<file path="src/rtl/rsa_pkg.sv">
// Shared types and defaults for the RSA exponent scanning path.
// Build option: EXP_SCAN_SKIP_LZ_EN enables leading-zero skipping in exp_bit_scanner.
package rsa_pkg;

  typedef enum logic [1:0] {
    IDLE  = 2'd0,
    SKIP  = 2'd1,
    SHIFT = 2'd2,
    DONE  = 2'd3
  } scan_state_t;

  localparam int EXP_WIDTH_DEF = 32;
  localparam int CNT_WIDTH_DEF = $clog2(EXP_WIDTH_DEF) + 1;

  // True while a scan is consuming bits (leading-zero skip or emitting).
  function automatic logic is_busy_state(input scan_state_t s);
    return (s == SKIP) || (s == SHIFT);
  endfunction

endpackage

</file>
<file path="src/rtl/bit_down_counter.sv">
// Loadable down-counter for the remaining-bit count. Saturates at zero and
// exposes zero/one flags so the scanner can spot the final bit without
// a separate comparator.
module bit_down_counter #(
  parameter int CNT_WIDTH = 6
) (
  input  logic                 clk,
  input  logic                 rst,
  input  logic                 load,
  input  logic [CNT_WIDTH-1:0] load_val,
  input  logic                 dec_en,
  output logic [CNT_WIDTH-1:0] count,
  output logic                 is_zero,
  output logic                 is_one
);

  logic [CNT_WIDTH-1:0] count_q, count_d;

  // Next count: load wins over decrement; decrement never goes below zero.
  always_comb begin
    count_d = count_q;
    if (load) begin
      count_d = load_val;
    end else if (dec_en && (count_q != '0)) begin
      count_d = count_q - CNT_WIDTH'(1);
    end
  end

  // Count register.
  always_ff @(posedge clk or posedge rst) begin
    if (rst) begin
      count_q <= '0;
    end else begin
      count_q <= count_d;
    end
  end

  assign count   = count_q;
  assign is_zero = (count_q == '0);
  assign is_one  = (count_q == CNT_WIDTH'(1));

endmodule

</file>
<file path="src/rtl/exp_bit_scanner.sv">
// Exponent bit scanner: loads an exponent and presents its low nbits one at
// a time, MSB first, over a valid/ready handshake to the modexp controller.
// Build option: define EXP_SCAN_SKIP_LZ_EN to drop leading zeros of the
// scanned field before the first emitted bit.
module exp_bit_scanner
  import rsa_pkg::*;
#(
  parameter int EXP_WIDTH = EXP_WIDTH_DEF,
  parameter int CNT_WIDTH = $clog2(EXP_WIDTH) + 1
) (
  input  logic                 clk,
  input  logic                 rst,
  input  logic                 start,
  input  logic [EXP_WIDTH-1:0] exp_in,
  input  logic [CNT_WIDTH-1:0] nbits,
  output logic                 bit_out,
  output logic                 bit_valid,
  input  logic                 bit_ready,
  output logic                 bit_last,
  output logic [CNT_WIDTH-1:0] remaining,
  output logic                 busy,
  output logic                 done
);

  localparam logic [CNT_WIDTH-1:0] EXP_WIDTH_C = CNT_WIDTH'(EXP_WIDTH);

`ifdef EXP_SCAN_SKIP_LZ_EN
  localparam scan_state_t LOAD_TARGET = SKIP;
`else
  localparam scan_state_t LOAD_TARGET = SHIFT;
`endif

  scan_state_t          state_q, state_d;
  logic [EXP_WIDTH-1:0] sreg_q, sreg_d;
  logic [CNT_WIDTH-1:0] n_clamped;
  logic [CNT_WIDTH-1:0] align_shift;
  logic [CNT_WIDTH-1:0] cnt_value;
  logic                 cnt_load;
  logic                 cnt_dec;
  logic                 cnt_is_zero;
  logic                 cnt_is_one;
  logic                 sreg_msb;

  assign sreg_msb = sreg_q[EXP_WIDTH-1];

  // Clamp the requested length and left-align the field so its MSB sits at the top of sreg.
  always_comb begin
    n_clamped   = (nbits > EXP_WIDTH_C) ? EXP_WIDTH_C : nbits;
    align_shift = EXP_WIDTH_C - n_clamped;
  end

  bit_down_counter #(
    .CNT_WIDTH(CNT_WIDTH)
  ) u_remaining (
    .clk     (clk),
    .rst     (rst),
    .load    (cnt_load),
    .load_val(n_clamped),
    .dec_en  (cnt_dec),
    .count   (cnt_value),
    .is_zero (cnt_is_zero),
    .is_one  (cnt_is_one)
  );

  // Next-state, shift-register and counter control.
  always_comb begin
    state_d  = state_q;
    sreg_d   = sreg_q;
    cnt_load = 1'b0;
    cnt_dec  = 1'b0;
    case (state_q)
      IDLE, DONE: begin
        // A new start is only accepted here; while busy it is ignored.
        if (start) begin
          sreg_d   = exp_in << align_shift;
          cnt_load = 1'b1;
          state_d  = (n_clamped == '0) ? DONE : LOAD_TARGET;
        end
      end
`ifdef EXP_SCAN_SKIP_LZ_EN
      SKIP: begin
        // Discard leading zeros silently; an all-zero field finishes with nothing emitted.
        if (sreg_msb) begin
          state_d = SHIFT;
        end else begin
          sreg_d  = sreg_q << 1;
          cnt_dec = !cnt_is_zero;
          if (cnt_is_one || cnt_is_zero) begin
            state_d = DONE;
          end
        end
      end
`endif
      SHIFT: begin
        // Advance only on an accepted handshake so the presented bit stays stable.
        if (bit_ready) begin
          sreg_d  = sreg_q << 1;
          cnt_dec = !cnt_is_zero;
          if (cnt_is_one || cnt_is_zero) begin
            state_d = DONE;
          end
        end
      end
      default: begin
        state_d = IDLE;
      end
    endcase
  end

  // State and shift-register flops.
  always_ff @(posedge clk or posedge rst) begin
    if (rst) begin
      state_q <= IDLE;
      sreg_q  <= '0;
    end else begin
      state_q <= state_d;
      sreg_q  <= sreg_d;
    end
  end

  // Outputs are decoded from registered state, so they are glitch-free and handshake-independent.
  always_comb begin
    bit_valid = (state_q == SHIFT);
    bit_out   = (state_q == SHIFT) && sreg_msb;
    bit_last  = (state_q == SHIFT) && cnt_is_one;
    busy      = is_busy_state(state_q);
    done      = (state_q == DONE);
    remaining = (state_q == DONE) ? '0 : cnt_value;
  end

endmodule

</file>
<file path="config.mk">
export PLATFORM = sky130hd
export DESIGN_NAME = exp_bit_scanner
export DESIGN_NICKNAME = d
export VERILOG_FILES = /design/src/rtl/rsa_pkg.sv /design/src/rtl/bit_down_counter.sv /design/src/rtl/exp_bit_scanner.sv
export SDC_FILE = /design/constraint.sdc
export NUM_CORES = 1
export LEC_CHECK = 0
export CAP_MARGIN = 15
export CORE_MARGIN = 2
export CORE_UTILIZATION = 45
export DETAILED_ROUTE_END_ITERATION = 10
export PLACE_DENSITY = 0.79
export SETUP_SLACK_MARGIN = 0.4
export SYNTH_ARGS = -nofsm -noshare
export SYNTH_HDL_FRONTEND = slang
export SYNTH_SLANG_ARGS = --single-unit
</file>
<file path="constraint.sdc">
create_clock -name clk -period 2.8 [get_ports clk]
set_clock_uncertainty 0.1 [all_clocks]
set_input_delay 0.42 -clock clk [delete_from_list [all_inputs] [get_ports clk]]
set_output_delay 0.42 -clock clk [all_outputs]
set_load 0.05 [all_outputs]
</file>
## Word-level counts from Yosys, hierarchy flattened

Cells that the tools add are included.

- Output and inout bits: 11
- Register bits after elaboration: 40
- Input bits: 42
- Logic and storage cells: 45

- Equal/unequal tests: 7
- Muxes and demuxes: 16
- $lt $le $gt $ge: 1
- Shift operators: 1
- Add/sub/neg operators: 2
- Reductions and logical operators: 15

Operators by type and width:

| operator | count |
|---|---|
| $mux W32 | 2 |
| $pmux W32 S2 | 1 |
| $shl A32 B6 Y32 | 1 |
| $mux W6 | 4 |
| $logic_not A6 Y1 | 2 |
| $eq A6 B1 Y1 const B | 1 |
| $gt A6 B6 Y1 const B | 1 |
| $mux W2 | 3 |
| $reduce_and A3 Y1 | 2 |
| $reduce_bool A6 Y1 | 1 |
| $sub A6 B1 Y6 const B | 1 |
| $sub A6 B6 Y6 const A | 1 |
| $mux W1 | 5 |
| $eq A2 B2 Y1 const B | 2 |
| $ne A2 B1 Y1 const B | 2 |
| $pmux W2 S2 | 1 |
| $reduce_bool A2 Y1 | 2 |
| $logic_and A1 B1 Y1 | 3 |
| $eq A2 B1 Y1 const B | 1 |
| $logic_not A2 Y1 | 1 |
| $logic_or A1 B1 Y1 | 2 |
| $ne A2 B2 Y1 const B | 1 |
| $reduce_or A2 Y1 | 1 |
| $logic_not A1 Y1 | 1 |

## Depth between registers and ports, before layout

- Depth after elaboration: 7
- Gate-level depth with buffers: 16
- Depth with buffers taken out: 9

## Cells and area by module

Synthesis repeated with hierarchy kept, for this count alone.

- Cell total of the unflattened synthesis: 518
- Area total of the unflattened synthesis: 4546.9 sq um

Modules (own cells, without submodules):

| module | instances | cells each | seq. area each (sq um) | area an instance (sq um) |
|---|---|---|---|---|
| exp_bit_scanner | 1 | 468 | 850.8 | 4112.7 |
| bit_down_counter | 1 | 50 | 150.1 | 434.2 |

## Least setup slack after synthesis

No wires, ideal clock.

- Path type: in2reg
- From: input port nbits[0]
- To: register sreg_q[25]
- Path slack: -0.260 ns
- Library setup time: 0.082 ns
- Arrival time: 2.878 ns
- Cell stages on the path: 14
- Cells stage by stage: nor2b_4 > inv_2 > buf_2 > buf_2 > ha_1 > buf_2 > buf_6 > buf_4 > buf_4 > buf_2 > mux4_1 > a22oi_1 > nand2_1 > a31oi_1

- Cells in the longest elaborated chain, start to end: 6

Ends and longest elaborated chain:

| what | RTL line | text |
|---|---|---|
| start, declared | exp_bit_scanner.sv:15 | `input logic [CNT_WIDTH-1:0] nbits,` |
| $gt A6 B6 Y1 | exp_bit_scanner.sv:48 | `n_clamped = (nbits > EXP_WIDTH_C) ? EXP_WIDTH_C : nbits;` |
| $mux W6 * | exp_bit_scanner.sv:48 |  |
| $sub A6 B6 Y6 * | exp_bit_scanner.sv:49 | `align_shift = EXP_WIDTH_C - n_clamped;` |
| $shl A32 B6 Y32 * | exp_bit_scanner.sv:75 | `sreg_d = exp_in << align_shift;` |
| $mux W32 * | exp_bit_scanner.sv:74 | `if (start) begin` |
| $pmux W32 S2 * | exp_bit_scanner.sv:71 | `case (state_q)` |
| end signal, assigned | exp_bit_scanner.sv:117 | `sreg_q <= sreg_d;` |
| end, declared | exp_bit_scanner.sv:34 | `logic [EXP_WIDTH-1:0] sreg_q, sreg_d;` |

Mark *: on every way between the ends. The rest lies on a longest branch, timed or not. The select of a mux whose other input is x is not followed.
A chain may end at the register's enable or synchronous reset.

## Final worst setup path

- From: input port nbits[0]
- To: register sreg_q[27]

Same word-level chain as after synthesis.

==> impl_metrics.toml <==
[cts]
cts_max_level = 2
cts-buffers-inserted = 5
root_buffer = "clkbuf_8"
cts_tree = "built"
cts.clk_slew.worst_paths_ps = 80
clock_sinks = 40
clk_latency_ps = 290
cts_buffer_depth = 2

[die]
fp-row-count = 35
dieArea_um2 = 10120
die_x_um = 100.6
dieHeight_um = 100.6
num_io_pins = 53
core_area_um2 = 9153
start_util = 0.4586

[logic_synthesis]
synth_edf_count = 0
synthDistinctLibCells = 69
synth_area_um2 = 4198
synth-xor-area-share = 0.01878
synthCells = 485
ys_warn_count = 0
synth-compound-area-share = 0.2113
synth-simple-area-share = 0.2054
syn_nets = 533
ys_async_sr_fraction = 1.000
yosysSeqAreaShare = 0.2385
synthMuxAreaShare = 0.2435
synth_ff_type = "dfrtp_1"
syn_avg_cell_area_um2 = 8.655
synth-seq-cells = 40
synthAdderAreaFrac = 0.01788
synth_top_family_by_area = "multiplexers"

[global_routing]
grt_pass1_wl_um = 21890
first_global_vias = 4289
grt_max_degree = 43
grt.overflow.total = 0
antenna_found_initial = 0
track_usage = 0.2709

[route]
via_count = 4623
drt-vias-per-instance = 6.530
first_iter_violations = 491
drc_errors = 0
firstDrtPassIters = 5
wl_per_cell_um = 20.83
finalWirelength_um = 14750
postRouteAntennaNets = 0

[sta]
final-hold-violation-count = 0
timing.slew.headroom = 0.5812
maxSlewViolCount = 0
min_period_ps = 2531
tightest_slew_ps = 624.4
fmax_mhz = 395.1
fin_crit_sh = 0.9038
setup_viol = 0
rsz0062_at_grt = "yes"

[pwr]
p_leak_nw = 2.512
power_w = 0.005295
ir_worst_vdd_mv = 0.5274
power_density_nw_per_um2 = 889.7

[status]
status = "completed"

[setup_path]
end_kind = "register"
start_kind = "input port"
worst-endpoint-arrival_ps = 2670
cp_max_fo = 7
required_ps = 2930
criticalPathCategory = "in -> reg"

[placement]
gp_congestion = 1.004
dpl.hpwl_um = 9798
placed_area_um2 = 5288
port_buffers = 52

[final_layout]
fin_nets = 645
syn2layout_area_growth_pct = 41.76
fin_area_um2 = 5951
drive_gt1_frac = 0.3451
n_antenna_cell = 0

[min_path]
hold_class = "reg -> reg"

[job]
max_cap_violations = 0
metrics by stage:
stage          cells  setup slack (ps)  hold WS, ps  TNS (ps)    util
2_1_floorplan    485            -42.20        350.1    -161.9       -
3_5_place_dp     676            -529.4        379.9    -11160  0.5777
5_1_grt          708             218.5        415.5         0  0.6502
4_1_cts          705             373.4        397.2         0  0.6197
6_report         708             269.2        391.7         0  0.6502
3_3_place_gp     676            -430.7        370.3     -8614  0.5777
cell usage in the layout, fill, tap and decap left out, types with 4 or more instances in the layout:
cell             count
a211oi_1             4
a21oi_1             37
a21oi_2              7
a221oi_1             4
a221oi_2             4
a31oi_1              7
a32oi_1              4
and3_1               4
buf_12               7
buf_4               75
buf_6                8
buf_8                5
clkbuf_8             5
clkdlybuf4s50_1     36
dfrtp_1             40
dlygate4sd2_1       10
ha_1                 4
inv_1                9
mux2_4              12
mux2i_1             20
mux2i_2             12
mux4_2              20
nand2_1             66
nand2_2              4
nand2b_1             9
nand3_1             13
nor2_1              43
nor2b_1              6
nor3_1               6
nor4_1               5
o211ai_1             5
o21ai_0             13
o31ai_1              4
Yosys cell counts (6+ instances only):
cell type	n	area [µm²]
nand3_1	14	70.07
ha_1	6	75.07
nor2_1	43	161.4
o21ai_0	14	70.07
a21oi_1	45	225.2
nor4_1	7	43.79
a31oi_1	7	43.79
nand2b_1	10	62.56
nor3_1	8	40.04
o31ai_1	6	45.04
mux4_2	20	450.4
inv_1	9	33.78
a221oi_1	8	70.07
buf_2	13	65.06
buf_6	7	78.83
nor2b_1	6	37.54
mux2_2	14	157.7
mux2i_1	35	350.3
clkbuf_1	14	52.55
nand2_1	70	262.8
dfrtp_1	40	1001
logic make-up (layout without fill, tap and decap cells):
logic type      Yosys count  after routing
buf+inv                  49            161
fa+ha+maj                 6              6
flops                    40             40
mux                      72             72
compound gates          130            130
simple gates            182            182
xor+xnor                  6              6
metal layers:
layer / track usage / part of all wire / wire [µm] / up-vias
li1: - / - / - / 2050
met3: 0.02774 / 0.075 / 1112 / 70
met5: 0 / 0 / 0 / -
met1: 0.3670 / 0.39 / 5739 / 2207
met4: 0.1170 / 0.052 / 770 / 0
met2: 0.4405 / 0.48 / 7126 / 296
final cells by class:
class	instances	area, µm²
sequential	40	1001
clock buffer	5	68.82
fill	658	3202
multi-input combinational	396	3283
clock inverter	2	60.06
tap	111	138.9
timing repair buffer	144	1361
inverter	10	37.54
state kept, by name, indices dropped and copies added (netlist names):
name and count:
u_remaining.count 6, sreg_q 32, state_q 2
worst max-delay path, cell delays in order:
cell,delay (ps)
buf_6,80
nor2b_4,140
inv_2,60
ha_4,280
buf_6,140
buf_6,130
mux2i_2,160
buf_4,160
mux4_2,500
a21o_1,240
nor3_2,180
o32a_1,170
power breakdown:
part	switching [W]	internal [W]	total, W
clock	0.000209	0.000351	0.000560
sequential	0.000208	0.000897	0.00110
combinational	0.00210	0.00153	0.00363
final timing paths:
path / from / to / slack (ps) / depth (start not counted)
worst max-delay path: nbits[0] / sreg_q[27] / 270 / 12
worst min-delay path: sreg_q[14] / sreg_q[14] / 390 / 2
worst max register to register: state_q[0] / u_remaining.count[4] / 600 / 9
worst min register to register: sreg_q[14] / sreg_q[14] / 390 / 2
max in group asynchronous: rst / sreg_q[25] / 1780 / 3
min in group asynchronous: rst / u_remaining.count[4] / 460 / 3
repair_timing:
| item | CTS | global route |
|---|---|---|
| resized for setup | 48 | 53 |
| endpoints found under the setup margin | 40 | 32 |
| buffers inserted | 21 | 3 |
| pin swaps | 12 | 20 |
| cloned | 1 | 0 |
| hold buffers | 0 | 0 |
Note: power is estimated with default switching activity, not from simulation.
